`src/rtl/cmd_packet_rx.sv`:
```
// cmd_packet_rx: [opcode][len][payload][chk] framer with length/timeout guards; define CMD_PKT_CHECKSUM_EN for the XOR checksum byte
module cmd_packet_rx #(
  parameter int MAX_LEN = 16,
  parameter int TIMEOUT_CYC = 100000
) (
  input  logic       CLK,
  input  logic       rst,
  input  logic       rx_valid,
  input  logic [7:0] rx_data,
  output logic       packet_ready,
  output logic [7:0] opcode,
  output logic [7:0] length,
  output logic       payload_valid,
  output logic [7:0] payload_data,
  output logic       err_len,
  output logic       err_timeout,
  output logic       err_chk
);
  localparam int TW = $clog2(TIMEOUT_CYC + 1);
  localparam logic [TW-1:0] T_LAST = TW'(TIMEOUT_CYC - 1);
  localparam logic [7:0] MAX_B = 8'(MAX_LEN);
  localparam logic [2:0] IDLE = 3'd0, LEN = 3'd1, PAYLOAD = 3'd2, DISCARD = 3'd4;
  logic [2:0] state;
  logic [7:0] bcnt, disc_last;
  logic [TW-1:0] tcnt;
  logic expire;
`ifdef CMD_PKT_CHECKSUM_EN
  localparam logic [2:0] CHK = 3'd3, END_ST = CHK;
  logic [7:0] sum;
  assign disc_last = length;
  always_ff @(posedge CLK)
    sum <= rst ? '0 : rx_valid ? (state == IDLE ? rx_data : sum ^ rx_data) : sum;
`else
  localparam logic [2:0] END_ST = IDLE;
  assign disc_last = length - 8'd1;
  assign err_chk = 1'b0;
`endif
  // an arriving byte beats an expiring timeout
  assign expire = state != IDLE && !rx_valid && tcnt == T_LAST;
  always_ff @(posedge CLK) begin
    if (rst) begin
      state <= IDLE;
      bcnt <= '0;
      tcnt <= '0;
      opcode <= '0;
      length <= '0;
      payload_data <= '0;
      packet_ready <= 1'b0;
      payload_valid <= 1'b0;
      err_len <= 1'b0;
      err_timeout <= 1'b0;
`ifdef CMD_PKT_CHECKSUM_EN
      err_chk <= 1'b0;
`endif
    end else begin
      packet_ready <= 1'b0;
      payload_valid <= 1'b0;
      err_len <= 1'b0;
      err_timeout <= expire;
`ifdef CMD_PKT_CHECKSUM_EN
      err_chk <= 1'b0;
`endif
      tcnt <= (state == IDLE || rx_valid || expire) ? '0 : tcnt + 1'b1;
      if (expire) state <= IDLE;
      else if (rx_valid) begin
        case (state)
          IDLE: begin
            opcode <= rx_data;
            bcnt <= '0;
            state <= LEN;
          end
          LEN: begin
            length <= rx_data;
            if (rx_data > MAX_B) begin
              err_len <= 1'b1;
              state <= DISCARD;
            end else if (rx_data == 8'd0) begin
              state <= END_ST;
              packet_ready <= END_ST == IDLE;
            end else state <= PAYLOAD;
          end
          PAYLOAD: begin
            payload_data <= rx_data;
            payload_valid <= 1'b1;
            bcnt <= bcnt + 8'd1;
            if (bcnt == length - 8'd1) begin
              state <= END_ST;
              packet_ready <= END_ST == IDLE;
            end
          end
          DISCARD: begin
            bcnt <= bcnt + 8'd1;
            if (bcnt == disc_last) state <= IDLE;
          end
`ifdef CMD_PKT_CHECKSUM_EN
          CHK: begin
            packet_ready <= rx_data == sum;
            err_chk <= rx_data != sum;
            state <= IDLE;
          end
`endif
          default: state <= IDLE;
        endcase
      end
    end
  end
endmodule

```
`config.mk`:
```
export PLATFORM = sky130hd
export DESIGN_NAME = cmd_packet_rx
export DESIGN_NICKNAME = d
export VERILOG_FILES = /design/src/rtl/cmd_packet_rx.sv
export SDC_FILE = /design/constraint.sdc
export NUM_CORES = 1
export LEC_CHECK = 0
export ABC_AREA = 1
export BUFFER_PORTS_ARGS = -buffer_cell sky130_fd_sc_hd__buf_2
export CAP_MARGIN = 20
export CORE_ASPECT_RATIO = 1.75
export CORE_UTILIZATION = 51
export DETAILED_ROUTE_END_ITERATION = 6
export HOLD_SLACK_MARGIN = 0.03
export PLACE_DENSITY = 0.75
export SETUP_SLACK_MARGIN = 0.1
export SLEW_MARGIN = 30
export SYNTH_ARGS = -nofsm -noshare
export SYNTH_HDL_FRONTEND = slang
export SYNTH_SLANG_ARGS = --single-unit
```
`constraint.sdc`:
```
create_clock -name CLK -period 1.6 [get_ports CLK]
set_clock_uncertainty 0.15 [all_clocks]
set_input_delay 0.16 -clock CLK [delete_from_list [all_inputs] [get_ports CLK]]
set_output_delay 0.16 -clock CLK [all_outputs]
set_load 0.01 [all_outputs]
```
==> flow_summary.yaml, run 1 <==
timing:
  fin_crit_ps: 2051
  slew_viol_final: 0
  setup_ws_ps: -451.1
  rsz0062_at_grt: "true"
  setup_viol: 23
  final-hold-violation-count: 0
  post-route-period-util_pct: 128.2
  fmax_ghz: 0.4875
final_layout:
  antennaDiodeCount: 0
  syn_to_final_growth_pct: 54.02
  final_util_pct: 82.15
  final_layout_size_suffix_gt1_share_pct: 42.50
  final_cell_count_no_fill: 567
  layout.nets: 526
flow_run:
  drv_cap: 0
floorplanning:
  fp.dieH_um: 97.85
  fp.dieW_um: 56.77
  core_area_sq_mm: 0.005020
  fp-row-count: 34
  start_util_pct: 53.34
  die_area_sq_mm: 0.005555
  ios: 40
hold_path:
  hp-class: "primary input to flop"
  worstHoldStart: "rx_data[7]"
power_and_ir_drop:
  power.density_mw_per_mm2: 800.8
  clkPwrFrac_pct: 27.4
  combPwrFrac_pct: 26.9
  switching_share_pct: 31.83
  p_leak_nw: 1.815
  pwr-share-seq_pct: 45.7
  p_switching_w: 0.001051
  power_w: 0.003302
  internal_power_w: 0.002251
  vdd_ir_drop_max_v: 0.0007955
yosys:
  yosysWarnings: 0
  syn_inst: 385
  synth_edf_count: 0
  yosysUniqueCellTypes: 33
  async_flop_share_pct: 0
  syn-cell-area_sq_mm: 0.002678
  yosysSeqAreaShare_pct: 41.87
  synth.net_count: 399
  synth-seq-cells: 56
  synth.avg_cell_area_sq_um: 6.955
  synth-main-ff-cell: "dfxtp_1"
detailed_routing:
  dr.pass1.iters: 7
  wire_per_inst_um: 16.21
  drt_iter0_drc: 244
  vias: 3154
  vias_per_cell: 5.563
  drt-total-wl_um: 9189
  drc: 6
  postRouteAntennaNets: 0
placed_design:
  dpl_worst_slack_ps: -231.0
  routabilityCongestion: 0.9415
  dp_hpwl_um: 5480
  port-buffer-count: 38
  dp.cells: 524
critical_path:
  critPathCaptureType: "flop"
  cp-endpoint: "state[1]"
  start_kind: "flop"
  arrival_ps: 2160
  worst_path_max_delay_cell: "dfxtp_4"
  r2r_cells: 16
  crit_chain: "inv_4 -> ha_4 -> inv_2 -> nand2_1 -> nand2_1 -> nor2_2 -> nand2_1 -> nor2_1 -> nand2_1 -> nor2_1 -> nand2_1 -> nand2_2 -> nand2_4 -> nand2_2 -> nand2_2 -> nor2_1"
  r2r_slack_ps: -450
  r2r-start: "length[1]"
  worstSetupPathType: "flop to flop"
  crit_top_cell: "nand2_1"
  critical_path.startpoint: "length[1]"
  max_stage_delay_ps: 380
  cp_max_fo: 4
  crit_required_ps: 1710
  r2r-end: "state[1]"
status:
  violations: "DRC, setup timing"
  status: "finished with violations"
clock_network:
  clock_path_buffers: 2
  clkSinkCount: 56
  cts-root-buf: "clkbuf_8"
  clock_latency_ps: 320
  clkTransAtPathRegs_ps: 110
  htree_levels: 2
  cts_made_buffers: 5
  tritoncts: "done"
global_routing:
  antenna_found_initial: 0
  grt_overflow_total: 0
  grt_pass1_vias: 3216
  grt_pass1_wl_um: 14240
  grt_usage_pct: 33.43
  grt_start_max_net_pins: 20
-- worst min-delay path by stage --
stage | cells after the start | slack [ps] | end
after floorplan | 2 | 140 | length[5]
after CTS | 3 | 40 | length[7]
after global routing | 3 | 70 | packet_ready
after detailed placement | 3 | 300 | opcode[0]
after global placement | 3 | 300 | opcode[2]
final | 3 | 50 | length[7]
-- per-layer routing --
layer  vias to the layer above  share of wire [%]  track usage [%]
met5                         -                  0                0
met4                         0                7.2            23.26
met3                        54                3.8            4.901
met2                       128                 56            64.56
met1                      1482                 33            30.51
li1                       1490                  -                -
-- cell usage after synthesis (2+ instances only) --
library cell | count | area (sq um)
nand4_1 | 4 | 25.02
clkbuf_1 | 5 | 18.77
nor4_1 | 2 | 12.51
nor2_2 | 4 | 25.02
inv_1 | 44 | 165.2
nand3_2 | 3 | 30.03
nand2_1 | 96 | 360.4
nand3_1 | 27 | 135.1
nor3_2 | 4 | 40.04
dfxtp_1 | 56 | 1121
nor3b_1 | 6 | 45.04
xor2_1 | 5 | 43.79
nor2_1 | 45 | 168.9
a21oi_1 | 35 | 175.2
ha_1 | 3 | 37.54
buf_2 | 2 | 10.01
o21ai_0 | 13 | 65.06
nor3_1 | 12 | 60.06
nand2_2 | 4 | 25.02
xnor2_1 | 2 | 17.52
-- power by group through the flow --
stage / sequential [W] / clock (W) / combinational (W)
after global routing: 0.00152 / 0.000980 / 0.000964
after detailed placement: 0.00153 / 0 / 0.000705
after floorplan: 0.00155 / 0 / 0.000390
after CTS: 0.00150 / 0.000903 / 0.000805
final: 0.00151 / 0.000905 / 0.000888
after global placement: 0.00153 / 0 / 0.000688
-- worst max-delay path: cells and delay by family (launching register included) --
kind,cells,cell delay (ps)
simple gates,13,1110
flops,1,380
fa+ha+maj,1,270
buf+inv,2,70
-- final cells by class --
| class | instances | area (sq um) |
|---|---|---|
| multi-input cells | 275 | 1652 |
| inverters | 45 | 182.7 |
| repair buffers | 129 | 964.7 |
| flip-flops and latches | 56 | 1146 |
| fillers | 317 | 895.9 |
| clock buffers | 6 | 93.84 |
| well taps | 54 | 67.56 |
| clock inverters | 2 | 17.52 |
-- cells in the final DEF (no fill, tap or decap), types with 3 or more instances in the layout --
cell	count
a21oi_1	29
a21oi_2	6
buf_2	38
buf_4	72
buf_6	5
clkbuf_8	5
dfxtp_1	44
dfxtp_2	8
dfxtp_4	4
dlygate4sd3_1	11
inv_1	33
inv_2	6
inv_4	4
nand2_1	85
nand2_2	13
nand3_1	21
nand3_2	7
nand4_1	4
nor2_1	33
nor2_2	8
nor2_4	8
nor3_1	8
nor3_2	6
nor3_4	3
nor3b_2	5
o21ai_0	9
o21ai_1	4
xor2_1	4
-- flip-flops by register name (all words and copies together), names as in the netlist --
register / count
state: 3
payload_data: 8
err_len: 1
payload_valid: 1
tcnt: 17
length: 8
bcnt: 8
packet_ready: 1
err_timeout: 1
opcode: 8
-- stage by stage --
step	hold WS (ps)	setup TNS, ps	area [sq um]
floorplan	144.9	-342.1	2728
global placement	297.1	-1487	3376
detailed placement	302.8	-2213	3376
CTS	39.96	-2446	3929
global route	72.54	-5530	4124
finish	46.39	-3751	4124
-- cells by family after synthesis --
group	Yosys count	synth area share (%)
XOR/XNOR	7	2.290
buffers and inverters	54	7.804
adder cells (fa/ha/maj)	3	1.402
flip-flops	56	41.87
other	1	0.1401
AND/OR/NAND/NOR	213	36.78
AO/OA/AOI/OAI	51	9.720
-- repair_timing --
| action | in CTS | in global routing |
|---|---|---|
| resized for setup | 44 | 51 |
| endpoints found under the setup margin | 44 | 54 |
| buffers inserted | 18 | 10 |
| hold buffers | 11 | 0 |
| pin swaps | 21 | 31 |
| cloned | 2 | 0 |
| hold endpoints to repair | 18 | 0 |
No activity file was read; power rests on OpenSTA's default activity.
==> run 2: changes to the inputs <==
--- a/config.mk
+++ b/config.mk
@@ -12,7 +12,7 @@
 export CORE_UTILIZATION = 51
 export DETAILED_ROUTE_END_ITERATION = 6
 export HOLD_SLACK_MARGIN = 0.03
-export PLACE_DENSITY = 0.75
+export PLACE_DENSITY = 0.85
 export SETUP_SLACK_MARGIN = 0.1
 export SLEW_MARGIN = 30
 export SYNTH_ARGS = -nofsm -noshare
==> run 2 against run 1 <==
Net effect: the run still ends with DRC, setup timing left; final cell count shrank 2.8%; power grew 1.2%; sequential share of layout area grew 1.3 points; non-clock buffer count shrank 16; hold slack lost 17 ps; sequential power is essentially flat; flip-flop and latch count is the same.
==> flow_summary.yaml, run 2 (synthesized netlist as in run 1, its figures left out) <==
status:
  status: "finished with violations"
  violations: "DRC, setup timing"
power_and_ir_drop:
  vdd_ir_drop_max_v: 0.0007066
  power.density_mw_per_mm2: 852.9
  p_leak_nw: 1.709
global_routing:
  grt_start_max_net_pins: 20
  grt_usage_pct: 29.47
  antenna_found_initial: 0
  grt_pass1_vias: 2927
  grt_pass1_wl_um: 12770
  grt_overflow_total: 0
floorplanning:
  fp.dieW_um: 56.77
  core_area_sq_mm: 0.005020
  ios: 40
  start_util_pct: 53.34
  die_area_sq_mm: 0.005555
  fp.dieH_um: 97.85
  fp-row-count: 34
timing:
  setup_viol: 25
  slew_viol_final: 0
  setup_ws_ps: -378.6
  rsz0062_at_grt: "true"
  post-route-period-util_pct: 123.7
  slew_headroom_pct: 65.85
  fmax_ghz: 0.5054
  finalSetupTns_ps: -2821
  final-hold-violation-count: 0
  worst_slew_pin_slew_ps: 508.3
  fin_crit_ps: 1979
detailed_routing:
  wire_per_inst_um: 15.18
  dr.pass1.iters: 7
  vias_per_cell: 5.488
  postRouteAntennaNets: 0
  drc: 4
  drt-total-wl_um: 8366
  drt_iter0_drc: 179
  vias: 3024
critical_path:
  worstSetupPathType: "flop to flop"
  crit_chain: "inv_4 -> ha_4 -> inv_2 -> nand2_2 -> nand2_2 -> nor2_4 -> nand2_1 -> nor2_1 -> nand2_1 -> nor2_1 -> nand2_1 -> nand2_2 -> nand2_4 -> nand2_1 -> nand2_1 -> nor2_1"
  crit_buf_inv: 2
  critPathCaptureType: "flop"
  max_stage_delay_ps: 370
  cp_max_fo: 4
  cp_top_family: "simple AND/OR/NAND/NOR gates"
  start_kind: "flop"
  worst_path_max_delay_cell: "dfxtp_4"
  crit_top_cell: "nand2_1"
  crit_required_ps: 1710
  arrival_ps: 2090
final_layout:
  final_layout_size_suffix_gt1_share_pct: 38.23
  layout.nets: 510
  final_cell_mix: "89 x nand2_1, 57 x buf_4, 47 x dfxtp_1, 38 x buf_2"
  fillers: 309
  syn_to_final_growth_pct: 46.36
  final_cell_count_no_fill: 551
  fin_area_sq_mm: 0.003919
  top_register: "tcnt"
  antennaDiodeCount: 0
  largest_register_ffs: 17
  final_common_cell: "nand2_1"
clock_network:
  cts_made_buffers: 5
  cts-root-buf: "clkbuf_8"
  htree_levels: 2
  clock_path_buffers: 2
  tritoncts: "done"
  clkSinkCount: 56
  clkTransAtPathRegs_ps: 110
  clock_latency_ps: 320
placed_design:
  dp.cells: 520
  dp_hpwl_um: 5277
  port-buffer-count: 38
  dpl_cell_area_sq_mm: 0.003346
  routabilityCongestion: 0.9671
flow_run:
  drv_cap: 0
hold_path:
  hp-class: "primary input to flop"
run 2: cell type report:
cell class / instances / area [sq um] / share of cell area, %
Timing Repair Buffer: 113 / 815.8 / 20.82
Sequential cell: 56 / 1140 / 29.09
Multi-Input combinational cell: 275 / 1597 / 40.74
Clock inverter: 3 / 50.05 / 1.277
Inverter: 45 / 180.2 / 4.598
Clock buffer: 5 / 68.82 / 1.756
Tap cell: 54 / 67.56 / 1.724
run 2: worst min-delay path, cell delays in order:
cell	delay (ps)
buf_2	130
o21ai_1	80
a21oi_1	100
run 2: power breakdown:
part	switching [W]	internal, W
clock	0.000516	0.000484
sequential	0.0000543	0.00145
combinational	0.000481	0.000353
run 2: final timing paths:
path,from,end,slack (ps),cells past startpoint
min reg2reg,opcode[7],opcode[7],320,2
max,length[0],state[1],-380,16
min,rx_data[6],length[6],30,3
max reg2reg,length[0],state[1],-380,16
run 2: layer usage:
metal	GRT usage [%]	up-vias	part of all wire, %
met5	0	-	0
met4	17.64	0	4.8
met3	4.238	42	4.1
met2	55.04	112	55
met1	29.91	1412	36
li1	-	1458	-
run 2: what timing repair did:
| action | in CTS | in global routing |
|---|---|---|
| setup endpoints to repair | 43 | 45 |
| setup buffers | 9 | 4 |
| pin swaps | 16 | 20 |
| gates resized for setup | 35 | 38 |
| endpoints found under the hold margin | 18 | 1 |
| hold buffers | 10 | 1 |
run 2: per-stage QoR:
| stage | setup WS, ps | util [%] | total power, W | hold slack, ps |
|---|---|---|---|---|
| 5_1_grt | -530.5 | 78.07 | 0.003467 | 63.57 |
| 2_1_floorplan | -110.3 | - | 0.001938 | 144.9 |
| 3_3_place_gp | -161.8 | 66.65 | 0.002196 | 297.0 |
| 4_1_cts | -227.3 | 74.65 | 0.003247 | 34.99 |
| 6_report | -378.6 | 78.07 | 0.003342 | 29.80 |
| 3_5_place_dp | -214.1 | 66.65 | 0.002218 | 303.5 |
